`config.mk`:
```
export PLATFORM = sky130hd
export DESIGN_NAME = branch_fwd_ctrl
export DESIGN_NICKNAME = d
export VERILOG_FILES = /design/src/rtl/mips_pipe_pkg.sv /design/src/rtl/branch_fwd_ctrl_fwd_match.sv /design/src/rtl/branch_fwd_ctrl.sv
export SDC_FILE = /design/constraint.sdc
export NUM_CORES = 1
export LEC_CHECK = 0
export CORE_MARGIN = 1.5
export CORE_UTILIZATION = 30
export DETAILED_ROUTE_END_ITERATION = 6
export PLACE_DENSITY = 0.58
export SLEW_MARGIN = 40
export SYNTH_ARGS = -nofsm -noshare
export SYNTH_HDL_FRONTEND = slang
export SYNTH_SLANG_ARGS = --single-unit
```
`constraint.sdc`:
```
create_clock -name clk -period 3.1 [get_ports clk]
set_clock_uncertainty 0.15 [all_clocks]
set_input_delay 0.62 -clock clk [delete_from_list [all_inputs] [get_ports clk]]
set_output_delay 0.62 -clock clk [all_outputs]
set_load 0.05 [all_outputs]
```
`src/rtl/mips_pipe_pkg.sv`:
```
// Shared pipeline types for the ID-stage hazard/forwarding logic:
// register address width, scoreboard entry layout and stage indices.
package mips_pipe_pkg;

    localparam int unsigned REG_AW = 5;

    localparam int unsigned SB_EX  = 0;
    localparam int unsigned SB_MEM = 1;
    localparam int unsigned SB_WB  = 2;

    typedef struct packed {
        logic              valid;
        logic [REG_AW-1:0] waddr;
        logic              is_load;
    } sb_entry_t;

endpackage

```
`src/rtl/branch_fwd_ctrl_fwd_match.sv`:
```
// Per-operand scoreboard lookup: reports which in-flight stages write the
// operand's register. Register 0 and unused operands never hit.
module fwd_match
    import mips_pipe_pkg::*;
(
    input  sb_entry_t         i_ex,
    input  sb_entry_t         i_mem,
    input  sb_entry_t         i_wb,
    input  logic [REG_AW-1:0] i_addr,
    input  logic              i_use,
    output logic              o_hit_ex,
    output logic              o_hit_mem,
    output logic              o_hit_wb,
    output logic              o_ex_load
);

    logic w_en;

    assign w_en      = i_use && (i_addr != '0);
    assign o_hit_ex  = w_en && i_ex.valid  && (i_ex.waddr  == i_addr);
    assign o_hit_mem = w_en && i_mem.valid && (i_mem.waddr == i_addr);
    assign o_hit_wb  = w_en && i_wb.valid  && (i_wb.waddr  == i_addr);
    assign o_ex_load = i_ex.is_load;

endmodule

```
`src/rtl/branch_fwd_ctrl.sv`:
```
// ID-stage branch operand forwarding and stall control over an EX/MEM/WB
// scoreboard. Define BRANCH_FWD_STATS_EN to add stall/forward counters.
module branch_fwd_ctrl
    import mips_pipe_pkg::*;
#(
    parameter int unsigned REG_AW   = mips_pipe_pkg::REG_AW,
    parameter int unsigned SB_DEPTH = 3
) (
    input  logic              clk,
    input  logic              rst,
    input  logic              id_valid,
    input  logic              id_is_branch,
    input  logic              id_use_a,
    input  logic              id_use_b,
    input  logic [REG_AW-1:0] id_raddr_a,
    input  logic [REG_AW-1:0] id_raddr_b,
    input  logic              id_wreg,
    input  logic [REG_AW-1:0] id_waddr,
    input  logic              id_is_load,
    input  logic              pipe_hold,
    input  logic              flush,
    output logic              control_rdata_a,
    output logic              control_rdata_b,
    output logic              stall_id
`ifdef BRANCH_FWD_STATS_EN
    ,
    output logic [31:0]       stall_cnt,
    output logic [31:0]       fwd_cnt
`endif
);

    generate
        if (SB_DEPTH != 3 || REG_AW != mips_pipe_pkg::REG_AW) begin : g_bad_cfg
            $error("branch_fwd_ctrl: SB_DEPTH must be 3 and REG_AW must match mips_pipe_pkg");
        end
    endgenerate

    sb_entry_t r_sb [SB_DEPTH];
    sb_entry_t w_ex_next;

    logic w_hit_ex_a, w_hit_mem_a, w_hit_wb_a, w_ex_load_a;
    logic w_hit_ex_b, w_hit_mem_b, w_hit_wb_b, w_ex_load_b;
    logic w_branch, w_stall_a, w_stall_b;

    fwd_match u_match_a (
        .i_ex      (r_sb[SB_EX]),
        .i_mem     (r_sb[SB_MEM]),
        .i_wb      (r_sb[SB_WB]),
        .i_addr    (id_raddr_a),
        .i_use     (id_use_a),
        .o_hit_ex  (w_hit_ex_a),
        .o_hit_mem (w_hit_mem_a),
        .o_hit_wb  (w_hit_wb_a),
        .o_ex_load (w_ex_load_a)
    );

    fwd_match u_match_b (
        .i_ex      (r_sb[SB_EX]),
        .i_mem     (r_sb[SB_MEM]),
        .i_wb      (r_sb[SB_WB]),
        .i_addr    (id_raddr_b),
        .i_use     (id_use_b),
        .o_hit_ex  (w_hit_ex_b),
        .o_hit_mem (w_hit_mem_b),
        .o_hit_wb  (w_hit_wb_b),
        .o_ex_load (w_ex_load_b)
    );

    // Branches need the final value on the MEM/WB bus; other consumers only
    // wait out a load still in EX.
    assign w_branch  = id_valid && id_is_branch;
    assign w_stall_a = id_valid && (w_branch ? (w_hit_ex_a || w_hit_mem_a)
                                             : (w_hit_ex_a && w_ex_load_a));
    assign w_stall_b = id_valid && (w_branch ? (w_hit_ex_b || w_hit_mem_b)
                                             : (w_hit_ex_b && w_ex_load_b));

    assign stall_id        = w_stall_a || w_stall_b;
    assign control_rdata_a = w_branch && w_hit_wb_a && !stall_id;
    assign control_rdata_b = w_branch && w_hit_wb_b && !stall_id;

    assign w_ex_next.valid   = id_valid && id_wreg && (id_waddr != '0) && !stall_id && !flush;
    assign w_ex_next.waddr   = id_waddr;
    assign w_ex_next.is_load = id_is_load;

    always_ff @(posedge clk or posedge rst) begin
        if (rst) begin
            for (int unsigned i = 0; i < SB_DEPTH; i++) begin
                r_sb[i] <= '0;
            end
        end else if (!pipe_hold) begin
            r_sb[SB_WB]  <= r_sb[SB_MEM];
            r_sb[SB_MEM] <= r_sb[SB_EX];
            r_sb[SB_EX]  <= w_ex_next;
        end
    end

`ifdef BRANCH_FWD_STATS_EN
    logic [31:0] r_stall_cnt, r_fwd_cnt;

    always_ff @(posedge clk or posedge rst) begin
        if (rst) begin
            r_stall_cnt <= '0;
            r_fwd_cnt   <= '0;
        end else begin
            if (stall_id && !pipe_hold && (r_stall_cnt != '1)) begin
                r_stall_cnt <= r_stall_cnt + 32'd1;
            end
            if ((control_rdata_a || control_rdata_b) && (r_fwd_cnt != '1)) begin
                r_fwd_cnt <= r_fwd_cnt + 32'd1;
            end
        end
    end

    assign stall_cnt = r_stall_cnt;
    assign fwd_cnt   = r_fwd_cnt;
`endif

endmodule

```
======== After elaboration in Yosys (flattened, before gate mapping) ========
Index checks and enable logic that the tools add are counted.
cells by class
  equality and inequality tests ........... 6
  mux-type cells .......................... 2
  reduce and logical (&&, ||, !) cells .... 35
operators with widths
  cell                number
  == test 5 bit       6
  logical AND 1 bit   27
  nonzero test 5 bit  3
  logical OR 1 bit    3
  logical NOT 1 bit   2
  two-way mux 1 bit   2
storage, ports and cells
  bits in registers ....................... 19
  bits of input ports ..................... 25
  output and inout bits ................... 3
  word-level logic and storage cells ...... 50

======== Depth between registers and ports, before layout ========
Gate-level depths: netlist of run 1.
  word-level depth ........................ 11
  gate-level depth with buffers ........... 5
  gate-level depth less buffers ........... 5

======== Hierarchy ========
A second synthesis of run 1 with hierarchy kept.
second synthesis, totals
  cells, all modules ...................... 110
  area, all modules ....................... 1,239.9 um2
modules (own cells, without submodules)
  module           instances  cells an instance  area each (um2)  seq. area each (um2)
  branch_fwd_ctrl  1          56                 839.6            525.5
  fwd_match        2          27                 200.2            0.0

======== Least setup slack after synthesis of run 1 ========
No wires, ideal clock.
  kind .................................... input-to-output
  start ................................... input id_raddr_b[0]
  end ..................................... output control_rdata_a
  data arrival time ....................... 3.189 ns
  data required time ...................... 2.330 ns
  slack ................................... -0.859 ns
  cell stages on the path ................. 5
  buffers on the path ..................... 0
  path through ............................ or4_1 -> o21a_1 -> and4_4 -> o21a_1 -> nor4_1
between the ends
  word-level cells in the longest chain between the ends .. 10
  elaborated cells on any way between the ends .. 15
  those cells by class .................... eq/ne: 2; mux: 1; reduce/logical: 12
RTL lines
  element                                                       RTL line                                                          RTL
  from (decl)                                                   branch_fwd_ctrl.sv:16                                             input logic [REG_AW-1:0] id_raddr_b,
  nonzero test 5 bit                                            branch_fwd_ctrl_fwd_match.sv:19                                   assign w_en = i_use && (i_addr != '0);
  logical AND 1 bit                                             branch_fwd_ctrl_fwd_match.sv:19
  logical AND 1 bit (on tied branches) (2 in series)            branch_fwd_ctrl_fwd_match.sv:20, branch_fwd_ctrl_fwd_match.sv:21
  logical AND 1 bit / logical OR 1 bit (equally long branches)  branch_fwd_ctrl.sv:75, branch_fwd_ctrl.sv:74
  two-way mux 1 bit (*)                                         branch_fwd_ctrl.sv:74                                             assign w_stall_b = id_valid && (w_branch ? (w_hit_ex_b || w_hit_mem_b)
  logical AND 1 bit (*)                                         branch_fwd_ctrl.sv:74
  logical OR 1 bit (*)                                          branch_fwd_ctrl.sv:77                                             assign stall_id = w_stall_a || w_stall_b;
  logical NOT 1 bit (*)                                         branch_fwd_ctrl.sv:78                                             assign control_rdata_a = w_branch && w_hit_wb_a && !stall_id;
  logical AND 1 bit (*)                                         branch_fwd_ctrl.sv:78
  to (decl)                                                     branch_fwd_ctrl.sv:22                                             output logic control_rdata_a,
Every way passes the cells marked *; elsewhere a longest branch is shown, timed or not.

======== Final worst setup path of run 1 ========
  start ................................... input id_raddr_a[4]
  end ..................................... output control_rdata_b
between the ends
  word-level cells in the longest chain between the ends .. 10
  elaborated cells on any way between the ends .. 15
  those cells by class .................... eq/ne: 2; mux: 1; reduce/logical: 12
RTL lines
  element                                                       RTL line                                                          RTL
  from (decl)                                                   branch_fwd_ctrl.sv:15                                             input logic [REG_AW-1:0] id_raddr_a,
  nonzero test 5 bit                                            branch_fwd_ctrl_fwd_match.sv:19
  logical AND 1 bit                                             branch_fwd_ctrl_fwd_match.sv:19
  logical AND 1 bit (on tied branches) (2 in series)            branch_fwd_ctrl_fwd_match.sv:20, branch_fwd_ctrl_fwd_match.sv:21
  logical AND 1 bit / logical OR 1 bit (equally long branches)  branch_fwd_ctrl.sv:73, branch_fwd_ctrl.sv:72
  two-way mux 1 bit (*)                                         branch_fwd_ctrl.sv:72                                             assign w_stall_a = id_valid && (w_branch ? (w_hit_ex_a || w_hit_mem_a)
  logical AND 1 bit (*)                                         branch_fwd_ctrl.sv:72
  logical OR 1 bit (*)                                          branch_fwd_ctrl.sv:77
  logical NOT 1 bit (*)                                         branch_fwd_ctrl.sv:79                                             assign control_rdata_b = w_branch && w_hit_wb_b && !stall_id;
  logical AND 1 bit (*)                                         branch_fwd_ctrl.sv:79
  to (decl)                                                     branch_fwd_ctrl.sv:23                                             output logic control_rdata_b,
Marks and branches as above.

==> results of run 1 <==
[metal layers]
metal	up-vias	part of all wire, %	global-route usage, %
met1	464	45	19.2
met5	-	0	0
li1	461	-	-
met2	18	50	25.0
met4	0	3.1	7.03
met3	9	2.2	1.71
[report_power, final]
| group | total [mW] | internal [mW] | switching [mW] |
|---|---|---|---|
| combinational | 0.170 | 0.103 | 0.0671 |
| sequential | 0.326 | 0.281 | 0.0447 |
| clock | 0.175 | 0.0894 | 0.0852 |
[cell usage in the layout, fill, tap and decap left out, types with 2 or more instances in the layout]
cell / netlist / routed
xnor2_1: 12 / 12
clkbuf_8: 0 / 3
o21ai_0: 2 / 2
nand2_1: 2 / 2
nor3_1: 6 / 6
xor2_1: 18 / 18
o21a_1: 3 / 2
nor4_4: 0 / 2
buf_12: 0 / 2
mux2_2: 10 / 10
mux2_1: 7 / 7
clkdlybuf4s15_1: 0 / 2
buf_2: 0 / 3
dlygate4sd2_1: 0 / 2
buf_4: 0 / 12
dfrtp_1: 19 / 19
nand4_1: 4 / 4
clkdlybuf4s50_1: 0 / 14
nand3_1: 3 / 3
and4_4: 1 / 2
buf_6: 0 / 4
or4_1: 3 / 3
[path summary, 6_finish.rpt]
check / from / cells past startpoint / end / slack, ps
worst min register to register: r_sb[6]$_DFFE_PP0N_ / 1 / r_sb[6]$_DFFE_PP0N_ / 370
worst min-delay path: r_sb[6]$_DFFE_PP0N_ / 1 / r_sb[6]$_DFFE_PP0N_ / 370
worst max register to register: r_sb[18]$_DFFE_PP0N_ / 6 / r_sb[20]$_DFFE_PP0N_ / 1310
max in group asynchronous: rst / 2 / r_sb[3]$_DFFE_PP0N_ / 1930
worst max-delay path: id_raddr_a[4] / 7 / control_rdata_b / 8
min in group asynchronous: rst / 2 / r_sb[17]$_DFFE_PP0N_ / 540
[stage by stage]
stage / setup TNS, ps / total power, mW / worst slack [ps]
after floorplan: 0 / 0.421 / 63.4
after global placement: -766 / 0.496 / -263
after detailed placement: -847 / 0.502 / -294
after CTS: -3.37 / 0.676 / -3.37
after global routing: -80.7 / 0.714 / -40.7
final: 0 / 0.670 / 7.69
[cell type report]
type	count	share of cell area, %
clock buffers	3	2.46
clock inverters	1	0.298
inverters	2	0.447
multi-input cells	82	43.0
flip-flops and latches	19	28.3
well taps	48	3.57
repair buffers	39	21.9
[timing repair]
item | CTS | global route
cloned | 0 | 0
resized for setup | 37 | 1
buffers inserted | 1 | 0
hold endpoints to repair | 0 | 0
endpoints found under the setup margin | 3 | 2
hold buffers | 0 | 0
pin swaps | 6 | 3
[logic make-up after synthesis]
logic type      synth area share, %
xor+xnor                       22.5
simple gates                   12.7
flops                          40.6
mux                            16.4
compound gates                 6.52
buf+inv                        1.28
==> flow_summary.toml, run 1 <==
[routing]
ant_nets = 0
wl_mm = 2.77
drt-vias-per-instance = 4.91
dr.pass1.iters = 4
vias = 952
drc_errors = 0
wl_per_cell_um = 14.3
drtIter0Drc = 27

[critical_path]
cpLargestDelayFamily = "simple AND/OR/NAND/NOR gates"
cp_max_fo = 2
end_kind = "output pin"
path_cells = "buf_2 > or4_1 > o21a_1 > and4_4 > o21a_4 > nor4_4 > buf_12"
path_class = "in2out"
cpPeakStageDelay_ps = 490
path_buf_inv = 2
crit_path_top_delay_cell = "or4_1"
required_ps = 2330
crit_arrival_ps = 2320
start_kind = "primary input"

[power]
ir_drop_mv = 0.128
p_per_area_mw_per_mm2 = 399
p_leak_nw = 0.667

[finish]
final_cells = 194
utilization_pct = 45.2
reg.largest.list = "r_sb (19)"
largest_reg_flops = 19
multi_input_area_um2 = 723
nets = 172
final_area_mm2 = 0.00168
seqCellArea_um2 = 475
n_antenna_cell = 0
layout-area-overhead-vs-synth_pct = 43.6
top_register = "r_sb"
drive_above_1_share_pct = 28.1
n_fill_cell = 375

[synthesis]
syn_nets = 130
netlist_area_mm2 = 0.00117
post-synth-top-count-cell = "dfrtp_1"
yosysTopAreaCell = "dfrtp_1"
yosysSeqAreaShare_pct = 40.6
yosysWarnings = 0
synth_edf_count = 0
ys_async_sr_fraction_pct = 100
syn_area_per_cell_um2 = 11.1
synth_cell_types = 24
syn_inst = 105
ys_ff_latch = 19
synthTopCellsByArea = "dfrtp_1 (41%), xor2_1 (13%), mux2_2 (9.6%), xnor2_1 (9.0%), mux2_1 (6.7%)"
yosys-top-cells-count = "dfrtp_1 (19), xor2_1 (18), xnor2_1 (12)"
synth_top_area_share_pct = 40.6
synthFlopType = "dfrtp_1"

[sta]
slew_violations = 0
fin_crit_sh_pct = 99.8
setup_viol = 0
rsz0062_at_grt = "true"
worst_pin_slew_ps = 689
hold_viol = 0
slew_headroom_pct = 53.8
fin_crit_ps = 3090
max_freq_mhz = 323
hold_ws_ps = 371

[outcome]
outcome = "finished, final reports clean"

[job]
drv_cap = 0

[global_routing]
grt_pass1_wl_mm = 4.85
grt_max_degree = 22
grt_pass1_vias = 1020
antenna_found_initial = 0
grt_usage_pct = 14.9
overflow = 0

[placed_design]
dpl_cell_area_mm2 = 0.00162
io_buffers = 27
dp_hpwl_mm = 2.23
place_congestion = 0.799
dp.cells = 189

[clock_network]
cts_tree = "done"
root_buffer = "clkbuf_8"
clockBufferDepth = 2
path_clk_slew_ps = 70
cts_buffers = 3
cts_sinks = 19
insertion_delay_ps = 260
cts.htree.levels = 1

[worst_hold_path]
hp-class = "reg2reg"

[floorplanning]
rows = 22
die_h_um = 65.4
floorplan.initialDensity_pct = 31.5
die_x_um = 65.4
dieArea_mm2 = 0.00428
io_pins = 28
fp.coreArea_mm2 = 0.00372
Power figures use the tool's default switching activity.
==> run 2, diff against run 1 <==
GPL_ROUTABILITY_DRIVEN = 0   (was unset)
TNS_END_PERCENT = 5   (was unset)
==> run 2 against run 1 <==
- critical path type unchanged
- maximum frequency is 0.37% lower
- register-to-register slack about the same
- sequential power barely moved
- via count is 2.6% higher
- the run now ends with negative setup slack left
- count of clock-buffer cells in the layout is 1 higher
- cell count grew 1.5%
- power is 0.15% lower
- highest routed layer unchanged
- combinational power is 5% higher
- setup slack got worse by 12 ps
- clock power down 5%
- largest cell class unchanged
==> flow_summary.toml, run 2 (same netlist as run 1, synthesis figures left out) <==
[power]
p_int_uw = 478
power_frac_comb_pct = 26.8
p_per_area_mw_per_mm2 = 389
p_leak_nw = 0.694
ir_drop_mv = 0.192
seq_power_share_pct = 48.4
power_switching_share_pct = 28.5
total_power_uw = 669
power.switching_uw = 191
p_clk_share_pct = 24.8

[floorplanning]
rows = 22
die_h_um = 65.4
floorplan.initialDensity_pct = 31.5
die_x_um = 65.4
dieArea_mm2 = 0.00428
fp.coreArea_mm2 = 0.00372
io_pins = 28

[sta]
setup_viol = 1
fin_crit_sh_pct = 100
slew_violations = 0
max_freq_mhz = 322
worst_slack_ps = -3.94
rsz0062_at_grt = "true"
fin_crit_ps = 3100
worst_pin_slew_ps = 667
hold_viol = 0
slew_headroom_pct = 55.3

[critical_path]
cp_max_fo = 3
r2r-end = "r_sb[20]$_DFFE_PP0N_"
timing.rr.start = "r_sb[18]$_DFFE_PP0N_"
r2r_slack_ps = 1300
required_ps = 2330
start_kind = "primary input"
end_kind = "output pin"
crit_arrival_ps = 2330
path_class = "in2out"
rr_worst_depth = 6

[routing]
drc_errors = 0
drtIter0Drc = 24
drt-vias-per-instance = 4.96
ant_nets = 0
wl_per_cell_um = 14.2
vias = 977
wl_mm = 2.80
dr.pass1.iters = 4

[global_routing]
grt_usage_pct = 14.1
grt_pass1_wl_mm = 4.66
grt_max_degree = 22
overflow = 0
antenna_found_initial = 0
grt_pass1_vias = 1041

[finish]
layout_commonest_cell = "dfrtp_1"
reg.largest.list = "r_sb (19)"
utilization_pct = 46.3
most-common-layout-cells = "dfrtp_1 (19), xor2_1 (18), clkdlybuf4s50_1 (14), buf_4 (14), xnor2_1 (12)"
largest_reg_flops = 19
n_antenna_cell = 0
final_cells = 197
layout-area-overhead-vs-synth_pct = 47.1
top_register = "r_sb"
nets = 175
drive_above_1_share_pct = 30.9

[placed_design]
dp.cells = 192
dp_hpwl_mm = 2.29
io_buffers = 27

[worst_hold_path]
min_to = "r_sb[6]$_DFFE_PP0N_"
min_from = "r_sb[6]$_DFFE_PP0N_"
min_path_cells = 1
hp-class = "reg2reg"

[clock_network]
hold_buffers = 0
path_clk_slew_ps = 70
cts_sinks = 19
cts.htree.levels = 1
root_buffer = "clkbuf_8"
insertion_delay_ps = 250
cts_buffers = 3
cts_tree = "done"
clockBufferDepth = 2

[outcome]
outcome = "finished with violations"
violations = "negative setup slack"

[job]
drv_cap = 0
[run 2: what timing repair did]
item | 4_1_cts | 5_1_grt
buffers inserted | 1 | 0
endpoints found under the setup margin | 3 | 3
pin swaps | 7 | 1
hold endpoints to repair | 0 | 0
resized for setup | 37 | 6
[run 2: area by class of cell]
type                            instances  area (µm²)
Fill cell                             360        2000
Multi-Input combinational cell         82         733
Sequential cell                        19         475
Timing Repair Buffer                   42         399
Tap cell                               48        60.1
Clock buffer                            4        45.0
Inverter                                2        7.51
[run 2: metrics by stage]
step / instance area, µm² / setup TNS, ps / worst slack (ps) / hold WS (ps)
after detailed placement: 1650 / -991 / -373 / 358
after global routing: 1720 / -105 / -56.2 / 387
after floorplan: 1200 / -31.3 / -31.3 / 330
after global placement: 1650 / -890 / -336 / 345
final: 1720 / -3.94 / -3.94 / 365
after CTS: 1710 / -30.3 / -25.2 / 374
[run 2: how the worst max path moves through the flow]
stage,start,to,slack [ps],cells past startpoint
2_1_floorplan,id_raddr_b[0],control_rdata_b,-30,5
3_3_place_gp,id_raddr_a[2],control_rdata_b,-340,7
3_5_place_dp,id_raddr_b[3],control_rdata_b,-370,7
4_1_cts,id_raddr_a[1],control_rdata_a,-30,7
5_1_grt,id_raddr_a[1],control_rdata_a,-60,7
6_report,id_raddr_a[1],control_rdata_a,-4,7
[run 2: worst max-delay path: stages]
cell	delay (ps)
buf_6	90
or4_4	510
o21a_1	220
and4_4	160
o21a_4	220
nor4_4	320
buf_12	180
[run 2: layer usage]
metal,part of all wire [%],vias up,global-route usage (%),routed length [µm]
met1,45,487,17.3,1260
met2,51,18,26.4,1440
met5,0,-,0,0
met3,2.5,2,1.20,71
met4,1.0,0,3.91,29
li1,-,470,-,-
[run 2: power groups by stage]
| stage | combinational, mW | clock (mW) | sequential, mW |
|---|---|---|---|
| after floorplan | 0.105 | 0 | 0.316 |
| after global placement | 0.170 | 0 | 0.328 |
| after detailed placement | 0.176 | 0 | 0.329 |
| after CTS | 0.179 | 0.172 | 0.324 |
| after global routing | 0.196 | 0.183 | 0.330 |
| final | 0.179 | 0.166 | 0.324 |
